`src/rtl/mips_multicycle_ctrl_if.sv`:
```
// Controller <-> datapath bundle for the multi-cycle MIPS sequencer.
// master = controller (drives strobes), slave = datapath (drives opcode/flags).
interface mips_multicycle_ctrl_if #(
    parameter int RET_W = 32
);
    logic [5:0]       opcode;
    logic             zero;
    logic             mem_ready;
    logic             pc_write;
    logic             pc_write_cond;
    logic             i_or_d;
    logic             mem_read;
    logic             mem_write;
    logic             ir_write;
    logic             mem_to_reg;
    logic             reg_dst;
    logic             reg_write;
    logic             alu_src_a;
    logic [1:0]       alu_src_b;
    logic [1:0]       alu_op;
    logic [1:0]       pc_source;
    logic [3:0]       state;
    logic             halted;
    logic [RET_W-1:0] retired;

    modport master (
        input  opcode, zero, mem_ready,
        output pc_write, pc_write_cond, i_or_d, mem_read, mem_write, ir_write,
               mem_to_reg, reg_dst, reg_write, alu_src_a, alu_src_b, alu_op,
               pc_source, state, halted, retired
    );

    modport slave (
        output opcode, zero, mem_ready,
        input  pc_write, pc_write_cond, i_or_d, mem_read, mem_write, ir_write,
               mem_to_reg, reg_dst, reg_write, alu_src_a, alu_src_b, alu_op,
               pc_source, state, halted, retired
    );
endinterface

```
`src/rtl/mips_multicycle_ctrl.sv`:
```
// Multi-cycle MIPS control sequencer with retired-instruction counter.
// Optional macro MC_ILLEGAL_TRAP_EN: unrecognized opcodes halt instead of acting as NOPs.
module mips_multicycle_ctrl #(
    parameter int RET_W = 32
) (
    input  logic                  clk,
    input  logic                  reset,
    mips_multicycle_ctrl_if.master bus
);
    typedef enum logic [3:0] {
        S_RST     = 4'd0,
        S_FETCH   = 4'd1,
        S_DECODE  = 4'd2,
        S_MEMADDR = 4'd3,
        S_MEMRD   = 4'd4,
        S_MEMWB   = 4'd5,
        S_MEMWR   = 4'd6,
        S_EXEC    = 4'd7,
        S_ALUWB   = 4'd8,
        S_BRANCH  = 4'd9,
        S_JUMP    = 4'd10,
        S_ADDIEX  = 4'd11,
        S_ADDIWB  = 4'd12,
        S_HALT    = 4'd13
    } state_t;

    localparam logic [5:0] OP_RTYPE = 6'b000000;
    localparam logic [5:0] OP_LW    = 6'b100011;
    localparam logic [5:0] OP_SW    = 6'b101011;
    localparam logic [5:0] OP_BEQ   = 6'b000100;
    localparam logic [5:0] OP_J     = 6'b000010;
    localparam logic [5:0] OP_ADDI  = 6'b001000;

    localparam logic [RET_W-1:0] W_ONE = {{(RET_W-1){1'b0}}, 1'b1};

    state_t           r_state;
    logic [RET_W-1:0] r_retired;

    // The branch decision lives in the datapath's PC-write-conditional gate.
    logic w_unused_zero;
    assign w_unused_zero = bus.zero;

    always_ff @(posedge clk or negedge reset) begin
        if (!reset) begin
            r_state   <= S_RST;
            r_retired <= '0;
        end else begin
            case (r_state)
                S_RST:   r_state <= S_FETCH;
                S_FETCH: if (bus.mem_ready) r_state <= S_DECODE;
                S_DECODE: begin
                    case (bus.opcode)
                        OP_LW, OP_SW: r_state <= S_MEMADDR;
                        OP_RTYPE:     r_state <= S_EXEC;
                        OP_BEQ:       r_state <= S_BRANCH;
                        OP_J:         r_state <= S_JUMP;
                        OP_ADDI:      r_state <= S_ADDIEX;
                        default: begin
`ifdef MC_ILLEGAL_TRAP_EN
                            r_state <= S_HALT;
`else
                            r_state   <= S_FETCH;
                            r_retired <= r_retired + W_ONE;
`endif
                        end
                    endcase
                end
                S_MEMADDR: r_state <= (bus.opcode == OP_LW) ? S_MEMRD : S_MEMWR;
                S_MEMRD:   if (bus.mem_ready) r_state <= S_MEMWB;
                S_MEMWR: begin
                    if (bus.mem_ready) begin
                        r_state   <= S_FETCH;
                        r_retired <= r_retired + W_ONE;
                    end
                end
                S_MEMWB, S_ALUWB, S_BRANCH, S_JUMP, S_ADDIWB: begin
                    r_state   <= S_FETCH;
                    r_retired <= r_retired + W_ONE;
                end
                S_EXEC:   r_state <= S_ALUWB;
                S_ADDIEX: r_state <= S_ADDIWB;
                S_HALT:   r_state <= S_HALT;
                default:  r_state <= S_RST;
            endcase
        end
    end

    always_comb begin
        bus.pc_write      = 1'b0;
        bus.pc_write_cond = 1'b0;
        bus.i_or_d        = 1'b0;
        bus.mem_read      = 1'b0;
        bus.mem_write     = 1'b0;
        bus.ir_write      = 1'b0;
        bus.mem_to_reg    = 1'b0;
        bus.reg_dst       = 1'b0;
        bus.reg_write     = 1'b0;
        bus.alu_src_a     = 1'b0;
        bus.alu_src_b     = 2'b00;
        bus.alu_op        = 2'b00;
        bus.pc_source     = 2'b00;
        case (r_state)
            S_FETCH: begin
                // Latch IR and advance PC only on the cycle memory delivers.
                bus.mem_read  = 1'b1;
                bus.alu_src_b = 2'b01;
                bus.ir_write  = bus.mem_ready;
                bus.pc_write  = bus.mem_ready;
            end
            S_DECODE: bus.alu_src_b = 2'b11;
            S_MEMADDR, S_ADDIEX: begin
                bus.alu_src_a = 1'b1;
                bus.alu_src_b = 2'b10;
            end
            S_MEMRD: begin
                bus.mem_read = 1'b1;
                bus.i_or_d   = 1'b1;
            end
            S_MEMWB: begin
                bus.mem_to_reg = 1'b1;
                bus.reg_write  = 1'b1;
            end
            S_MEMWR: begin
                bus.mem_write = 1'b1;
                bus.i_or_d    = 1'b1;
            end
            S_EXEC: begin
                bus.alu_src_a = 1'b1;
                bus.alu_op    = 2'b10;
            end
            S_ALUWB: begin
                bus.reg_dst   = 1'b1;
                bus.reg_write = 1'b1;
            end
            S_BRANCH: begin
                bus.alu_src_a     = 1'b1;
                bus.alu_op        = 2'b01;
                bus.pc_write_cond = 1'b1;
                bus.pc_source     = 2'b01;
            end
            S_JUMP: begin
                bus.pc_write  = 1'b1;
                bus.pc_source = 2'b10;
            end
            S_ADDIWB: bus.reg_write = 1'b1;
            default: ;
        endcase
    end

    assign bus.state   = r_state;
    assign bus.retired = r_retired;
`ifdef MC_ILLEGAL_TRAP_EN
    assign bus.halted  = (r_state == S_HALT);
`else
    assign bus.halted  = 1'b0;
`endif
endmodule

```
`src/flat_wrapper.sv`:
```
// flat-port wrapper written by rule: the top's interface ports become plain ports
module mips_multicycle_ctrl_flat 
#(
    parameter int RET_W = 32
)
  (clk, reset, bus_opcode, bus_zero, bus_mem_ready, bus_pc_write, bus_pc_write_cond, bus_i_or_d, bus_mem_read, bus_mem_write, bus_ir_write, bus_mem_to_reg, bus_reg_dst, bus_reg_write, bus_alu_src_a, bus_alu_src_b, bus_alu_op, bus_pc_source, bus_state, bus_halted, bus_retired);
  mips_multicycle_ctrl_if #(.RET_W(RET_W)) bus_i ();
  input  logic clk;
  input  logic reset;
  input wire logic [$bits(bus_i.opcode)-1:0] bus_opcode;
  input wire logic [$bits(bus_i.zero)-1:0] bus_zero;
  input wire logic [$bits(bus_i.mem_ready)-1:0] bus_mem_ready;
  output wire logic [$bits(bus_i.pc_write)-1:0] bus_pc_write;
  output wire logic [$bits(bus_i.pc_write_cond)-1:0] bus_pc_write_cond;
  output wire logic [$bits(bus_i.i_or_d)-1:0] bus_i_or_d;
  output wire logic [$bits(bus_i.mem_read)-1:0] bus_mem_read;
  output wire logic [$bits(bus_i.mem_write)-1:0] bus_mem_write;
  output wire logic [$bits(bus_i.ir_write)-1:0] bus_ir_write;
  output wire logic [$bits(bus_i.mem_to_reg)-1:0] bus_mem_to_reg;
  output wire logic [$bits(bus_i.reg_dst)-1:0] bus_reg_dst;
  output wire logic [$bits(bus_i.reg_write)-1:0] bus_reg_write;
  output wire logic [$bits(bus_i.alu_src_a)-1:0] bus_alu_src_a;
  output wire logic [$bits(bus_i.alu_src_b)-1:0] bus_alu_src_b;
  output wire logic [$bits(bus_i.alu_op)-1:0] bus_alu_op;
  output wire logic [$bits(bus_i.pc_source)-1:0] bus_pc_source;
  output wire logic [$bits(bus_i.state)-1:0] bus_state;
  output wire logic [$bits(bus_i.halted)-1:0] bus_halted;
  output wire logic [$bits(bus_i.retired)-1:0] bus_retired;
  assign bus_i.opcode = bus_opcode;
  assign bus_i.zero = bus_zero;
  assign bus_i.mem_ready = bus_mem_ready;
  assign bus_pc_write = bus_i.pc_write;
  assign bus_pc_write_cond = bus_i.pc_write_cond;
  assign bus_i_or_d = bus_i.i_or_d;
  assign bus_mem_read = bus_i.mem_read;
  assign bus_mem_write = bus_i.mem_write;
  assign bus_ir_write = bus_i.ir_write;
  assign bus_mem_to_reg = bus_i.mem_to_reg;
  assign bus_reg_dst = bus_i.reg_dst;
  assign bus_reg_write = bus_i.reg_write;
  assign bus_alu_src_a = bus_i.alu_src_a;
  assign bus_alu_src_b = bus_i.alu_src_b;
  assign bus_alu_op = bus_i.alu_op;
  assign bus_pc_source = bus_i.pc_source;
  assign bus_state = bus_i.state;
  assign bus_halted = bus_i.halted;
  assign bus_retired = bus_i.retired;
  mips_multicycle_ctrl #(.RET_W(RET_W)) u_core (.clk(clk), .reset(reset), .bus(bus_i));
endmodule
```
`config.mk`:
```
export PLATFORM = sky130hd
export DESIGN_NAME = mips_multicycle_ctrl_flat
export DESIGN_NICKNAME = d
export VERILOG_FILES = /design/src/rtl/mips_multicycle_ctrl_if.sv /design/src/rtl/mips_multicycle_ctrl.sv /design/src/flat_wrapper.sv
export SDC_FILE = /design/constraint.sdc
export NUM_CORES = 1
export LEC_CHECK = 0
export CORE_MARGIN = 3
export CORE_UTILIZATION = 47
export DETAILED_ROUTE_END_ITERATION = 12
export PLACE_DENSITY = 0.81
export SLEW_MARGIN = 40
export SYNTH_ARGS = -nofsm -noshare
export SYNTH_HDL_FRONTEND = slang
export SYNTH_SLANG_ARGS = --single-unit
```
`constraint.sdc`:
```
create_clock -name clk -period 1.9 [get_ports clk]
set_input_delay 0.38 -clock clk [delete_from_list [all_inputs] [get_ports clk]]
set_output_delay 0.38 -clock clk [all_outputs]
set_load 0.01 [all_outputs]
```
== Word-level counts from Yosys, hierarchy flattened ==
Index checks and enable logic that the tools add are counted.

* $add $sub $neg: 1
* Equality and inequality tests: 22
* Muxes and demuxes: 22
* Reductions and logical operators: 14

{| class="wikitable"
|+ Operator list
! kind !! number
|-
| 32-bit case mux with 3 select lines || 1
|-
| 32-bit 2-to-1 mux || 2
|-
| 4-bit case mux with 9 select lines || 1
|-
| 32-bit by 1-bit adder with 32-bit output, second input constant || 1
|-
| 4-bit equality test, second input constant || 6
|-
| 4-bit case mux with 5 select lines || 1
|-
| 4-bit by 3-bit equality test with 1-bit output, second input constant || 4
|-
| 6-bit equality test, second input constant || 2
|-
| 4-bit 2-to-1 mux || 3
|-
| 6-bit OR reduction || 2
|-
| 1-bit 2-to-1 mux || 9
|-
| 4-bit by 2-bit equality test with 1-bit output, second input constant || 2
|-
| 2-bit inequality test, second input constant || 4
|-
| 2-bit case mux with 2 select lines || 2
|-
| 2-bit OR reduction || 4
|-
| 6-bit by 2-bit equality test with 1-bit output, second input constant || 1
|-
| 6-bit by 3-bit equality test with 1-bit output, second input constant || 1
|-
| 6-bit by 4-bit equality test with 1-bit output, second input constant || 1
|-
| 6-bit logical NOT || 1
|-
| 2-bit case mux with 3 select lines || 1
|-
| 3-bit AND reduction || 2
|-
| 5-bit OR reduction || 1
|-
| 4-bit by 1-bit equality test with 1-bit output, second input constant || 1
|-
| 4-bit logical NOT || 1
|-
| 5 further kinds || 5
|}

* Flip-flop bits (word level): 36
* Input bits: 10
* Output and inout port bits: 53
* Word-level logic and storage cells: 61

== Logic depth before layout (Yosys ltp) ==
Gate-level depths: netlist of run 1.

* Depth in word-level cells: 4
* Depth in mapped cells: 7
* Gate-level depth less buffers: 5

== Least setup slack after synthesis of run 1 ==
Ideal clock, no wire load.

* Path type: in2reg
* Start: in bus_opcode[1]
* End: reg u_core.r_retired[27], in the netlist u_core.bus.retired[27]
* Library setup time: 0.132 ns
* Data arrival time: 1.748 ns
* Data required time: 1.768 ns
* Path slack: 0.021 ns
* Stages on the path: 7
* Path buffers: 2
* Cell sequence: buf_6 > a2111oi_0 > o311ai_2 > o21ai_2 > buf_2 > nor3_1 > xor2_1

* Longest elaborated chain between the ends: 4
* Elaborated cells between the ends (all ways): 9
* Classes of those cells: eq/ne: 6; reduce/logical: 3

{| class="wikitable"
|+ Ends and longest elaborated chain
! item !! RTL line !! text
|-
| from (decl) || flat_wrapper.sv:10 || <nowiki>input wire logic [$bits(bus_i.opcode)-1:0] bus_opcode;</nowiki>
|-
| 6-bit equality test, or another cell as far along || mips_multicycle_ctrl.sv:52 || <nowiki>case (bus.opcode)</nowiki>
|-
| 6-bit OR reduction (no source line) * || - ||
|-
| 2-bit inequality test (no source line) * || - ||
|-
| 3-bit AND reduction (no source line) * || - ||
|-
| to (signal assigned) || mips_multicycle_ctrl.sv:63 || <nowiki>r_retired <= r_retired + W_ONE;</nowiki>
|-
| to (signal assigned) || mips_multicycle_ctrl.sv:73 || <nowiki>r_retired <= r_retired + W_ONE;</nowiki>
|-
| to (signal assigned) || mips_multicycle_ctrl.sv:78 || <nowiki>r_retired <= r_retired + W_ONE;</nowiki>
|-
| to (decl) || mips_multicycle_ctrl.sv:37 || <nowiki>logic [RET_W-1:0] r_retired;</nowiki>
|}

Every way passes the cells marked *; elsewhere a longest branch is shown, timed or not.
A chain may end at the register's enable or synchronous reset.

== Worst setup path after layout of run 1 ==
* Start: reg u_core.r_state[3], in the netlist u_core.bus.state[3]
* End: reg u_core.r_retired[8], in the netlist u_core.bus.retired[8]

* Longest elaborated chain between the ends: 4
* Elaborated cells between the ends (all ways): 13
* Classes of those cells: eq/ne: 9; mux: 1; reduce/logical: 3

{| class="wikitable"
|+ Ends and longest elaborated chain
! item !! RTL line !! text
|-
| from (decl) || mips_multicycle_ctrl.sv:36 || <nowiki>state_t r_state;</nowiki>
|-
| from (signal assigned) || mips_multicycle_ctrl.sv:68 || <nowiki>S_MEMADDR: r_state <= (bus.opcode == OP_LW) ? S_MEMRD : S_MEMWR;</nowiki>
|-
| 4-bit by 3-bit equality test with 1-bit output or 4-bit equality test (tied branches) || mips_multicycle_ctrl.sv:48 || <nowiki>case (r_state)</nowiki>
|-
| 5-bit OR reduction || - ||
|-
| 3-bit nonzero test (no source line) || - ||
|-
| 3-bit AND reduction (no source line) || - ||
|}

Several ways; a longest one is shown, not always the timed one.

==> flow_metrics.env, run 1 <==
export IMPL_power_density_nw_per_um2=1236
export IMPL_gp_congestion=0.8942
export IMPL_hold_path_class="register to register"
export IMPL_synth_top_cell_area_share=0.4436
export IMPL_synth_ff_type="dfrtp_1"
export IMPL_place_hpwl_microns=3847
export IMPL_diodes=0
export IMPL_cts_max_level=2
export IMPL_yosysWarnings=0
export IMPL_async_reset_ff_frac=1.000
export IMPL_start_util=0.4969
export IMPL_max_clock_freq_ghz=0.5209
export IMPL_syn2layout_area_growth_pct=65.25
export IMPL_ys_seq_elements=36
export IMPL_die_x_microns=71.73
export IMPL_ios=63
export IMPL_setup_violations=9
export IMPL_wl_per_cell_microns=17.33
export IMPL_yosys_top_cells_count="36 x dfrtp_1, 28 x nand2_1, 23 x xor2_1"
export IMPL_rsz0062_at_grt="true"
export IMPL_synth_most_common_cell="dfrtp_1"
export IMPL_ys_top_cells_by_area="dfrtp_1 44%, xor2_1 9.9%, nand2_1 5.2%"
export IMPL_syn_avg_cell_area_sq_um=9.066
export IMPL_clockRootBuffer="clkbuf_8"
export IMPL_cts_buffers=5
export IMPL_synth_cells=224
export IMPL_core_area_sq_um=4086
export IMPL_finalClockSkew_ns=0.004765
export IMPL_cts_max_path_buffers=2
export IMPL_first_iter_violations=151
export IMPL_die_h_microns=71.73
export IMPL_clkLatencyLatePin_ns=0.29
export IMPL_ant_nets=0
export IMPL_critPathLaunchType="register"
export IMPL_cts_sinks=36
export IMPL_die_area_sq_um=5145
export IMPL_viasPerCell=5.771
export IMPL_worstSetupPathType="register to register"
export IMPL_antenna_found_initial=0
export IMPL_crit_arrival_ns=2.09
export IMPL_yosys_area_top_type="dfrtp_1"
export IMPL_grt_ovfl_total=0
export IMPL_track_usage=0.2462
export IMPL_total_power_mw=4.149
export IMPL_finalCritPeriodShare=1.010
export IMPL_grt_max_degree=37
export IMPL_netlist_area_sq_um=2031
export IMPL_ir_drop_uv=893.2
export IMPL_path_clk_slew_ns=0.07
export IMPL_layout_drive_gt1_share=0.2679
export IMPL_synthDistinctLibCells=41
export IMPL_yosysSeqAreaShare=0.4436
export IMPL_via_count=2141
export IMPL_portBuffers=60
export IMPL_rows=23
export IMPL_fin_crit_ns=1.920
export IMPL_syn_nets=235
export IMPL_wl_microns=6431
export IMPL_grt_pass1_wl_microns=9922
export IMPL_max_cap_violations=0
export IMPL_leakage_nw=1.663
export IMPL_violations="negative setup slack"
export IMPL_report_final_slew_viol_count=0
export IMPL_status="complete, but fails checks"
export IMPL_final_hold_viol_count=0
export IMPL_cp_end_kind="register"
export IMPL_firstDrtPassIters=4
export IMPL_nNetsFinal=331
export IMPL_cts_tree="done"
export IMPL_layout_setup_ws_ns=-0.01963
export IMPL_synth_edf_count=0
export IMPL_grt_pass1_vias=2043
export IMPL_required_ns=2.07
export IMPL_hold_buffers=0
export IMPL_finalSetupTns_ns=-0.07977
export IMPL_drc=0
export IMPL_critPathMaxFanout=7
==> cell type report <==
class                   instances  area, sq um
multi-input cells             170         1284
repair buffers                101        974.7
flip-flops and latches         36        904.6
fillers                       230        730.7
clock buffers                   6        72.57
well taps                      50        62.56
clock inverters                 2        35.03
inverters                       6        22.52
==> stage by stage <==
| stage | hold WS [ns] | setup slack, ns | cells | instance area (sq um) | utilization |
|---|---|---|---|---|---|
| detailed placement | 0.4617 | -0.4275 | 353 | 2865 | 0.7012 |
| floorplan | 0.08441 | 0.02072 | 224 | 2031 | - |
| CTS | 0.4712 | -0.0006235 | 367 | 3152 | 0.7713 |
| global placement | 0.4545 | -0.3467 | 353 | 2865 | 0.7012 |
| finish | 0.4681 | -0.01963 | 371 | 3356 | 0.8212 |
| global route | 0.4823 | -0.06412 | 371 | 3356 | 0.8212 |
==> sequential cells by signal (all words and copies together) (netlist names) <==
register	cells
u_core.bus.state	4
u_core.bus.retired	32
==> worst paths after layout <==
kind / start / endpoint / slack (ns) / depth (start not counted)
setup reg to reg: u_core.bus.state[3]$_DFFE_PN0P_ / u_core.bus.retired[8]$_DFFE_PN0P_ / -0.02 / 7
setup / recovery: u_core.bus.state[3]$_DFFE_PN0P_ / u_core.bus.retired[8]$_DFFE_PN0P_ / -0.02 / 7
hold reg to reg: u_core.bus.retired[31]$_DFFE_PN0P_ / u_core.bus.retired[31]$_DFFE_PN0P_ / 0.47 / 1
min in group asynchronous: reset / u_core.bus.retired[27]$_DFFE_PN0P_ / 0.50 / 2
hold / removal: u_core.bus.retired[31]$_DFFE_PN0P_ / u_core.bus.retired[31]$_DFFE_PN0P_ / 0.47 / 1
max in group asynchronous: reset / u_core.bus.state[3]$_DFFE_PN0P_ / 1.06 / 2
==> critical path, cell delays in order, from the launching register on <==
cell,delay (ns)
dfrtp_2,0.46
buf_6,0.15
buf_6,0.13
o221a_4,0.28
o21ai_4,0.33
clkbuf_16,0.25
nor3_2,0.05
xor2_1,0.15
==> cells in the final DEF, fill, tap and decap left out, types with 6 or more instances in the layout <==
cell / instances
xor2_1: 23
dlygate4sd2_1: 16
xnor2_1: 10
nand4_1: 10
a21oi_1: 7
nor4_4: 8
nor3_2: 10
buf_4: 32
nor2_1: 15
and3_1: 6
dfrtp_1: 33
nand2_1: 28
nand3_1: 8
clkdlybuf4s50_1: 37
==> per-layer routing <==
| metal | global-route usage | vias to the layer above | part of all wire |
|---|---|---|---|
| li1 | - | 985 | - |
| met4 | 0.07516 | 0 | 0.031 |
| met2 | 0.4163 | 82 | 0.50 |
| met5 | 0 | - | 0 |
| met1 | 0.3109 | 1052 | 0.43 |
| met3 | 0.06031 | 22 | 0.042 |
==> cell families (layout without fill, tap and decap cells) <==
group,after synthesis,count (layout),synth area share
AO/OA/AOI/OAI,27,27,0.09120
adder cells (fa/ha/maj),1,1,0.006160
AND/OR/NAND/NOR,108,108,0.2674
XOR/XNOR,33,33,0.1423
buffers and inverters,18,115,0.04744
flip-flops,36,36,0.4436
other,1,1,0.001847
==> timing repair <==
| item | CTS | global route |
|---|---|---|
| gates resized for setup | 46 | 34 |
| endpoints found under the setup margin | 30 | 36 |
| pin swaps | 11 | 16 |
| buffers inserted | 6 | 2 |
| gates cloned | 0 | 3 |
==> power by group <==
group	total, mW	switching [mW]	internal, mW
Combinational	2.49	1.28	1.21
Sequential	0.995	0.121	0.875
Clock	0.664	0.275	0.389
Power figures use the tool's default switching activity.
==> inputs of run 2 (changes only) <==
--- a/config.mk
+++ b/config.mk
@@ -5,6 +5,7 @@
 export SDC_FILE = /design/constraint.sdc
 export NUM_CORES = 1
 export LEC_CHECK = 0
+export ABC_CLOCK_PERIOD_IN_PS = 1900
 export CORE_MARGIN = 3
 export CORE_UTILIZATION = 47
 export DETAILED_ROUTE_END_ITERATION = 12
==> results of run 2 <==
No change in the layout: final DEF, timing and power equal those of run 1.
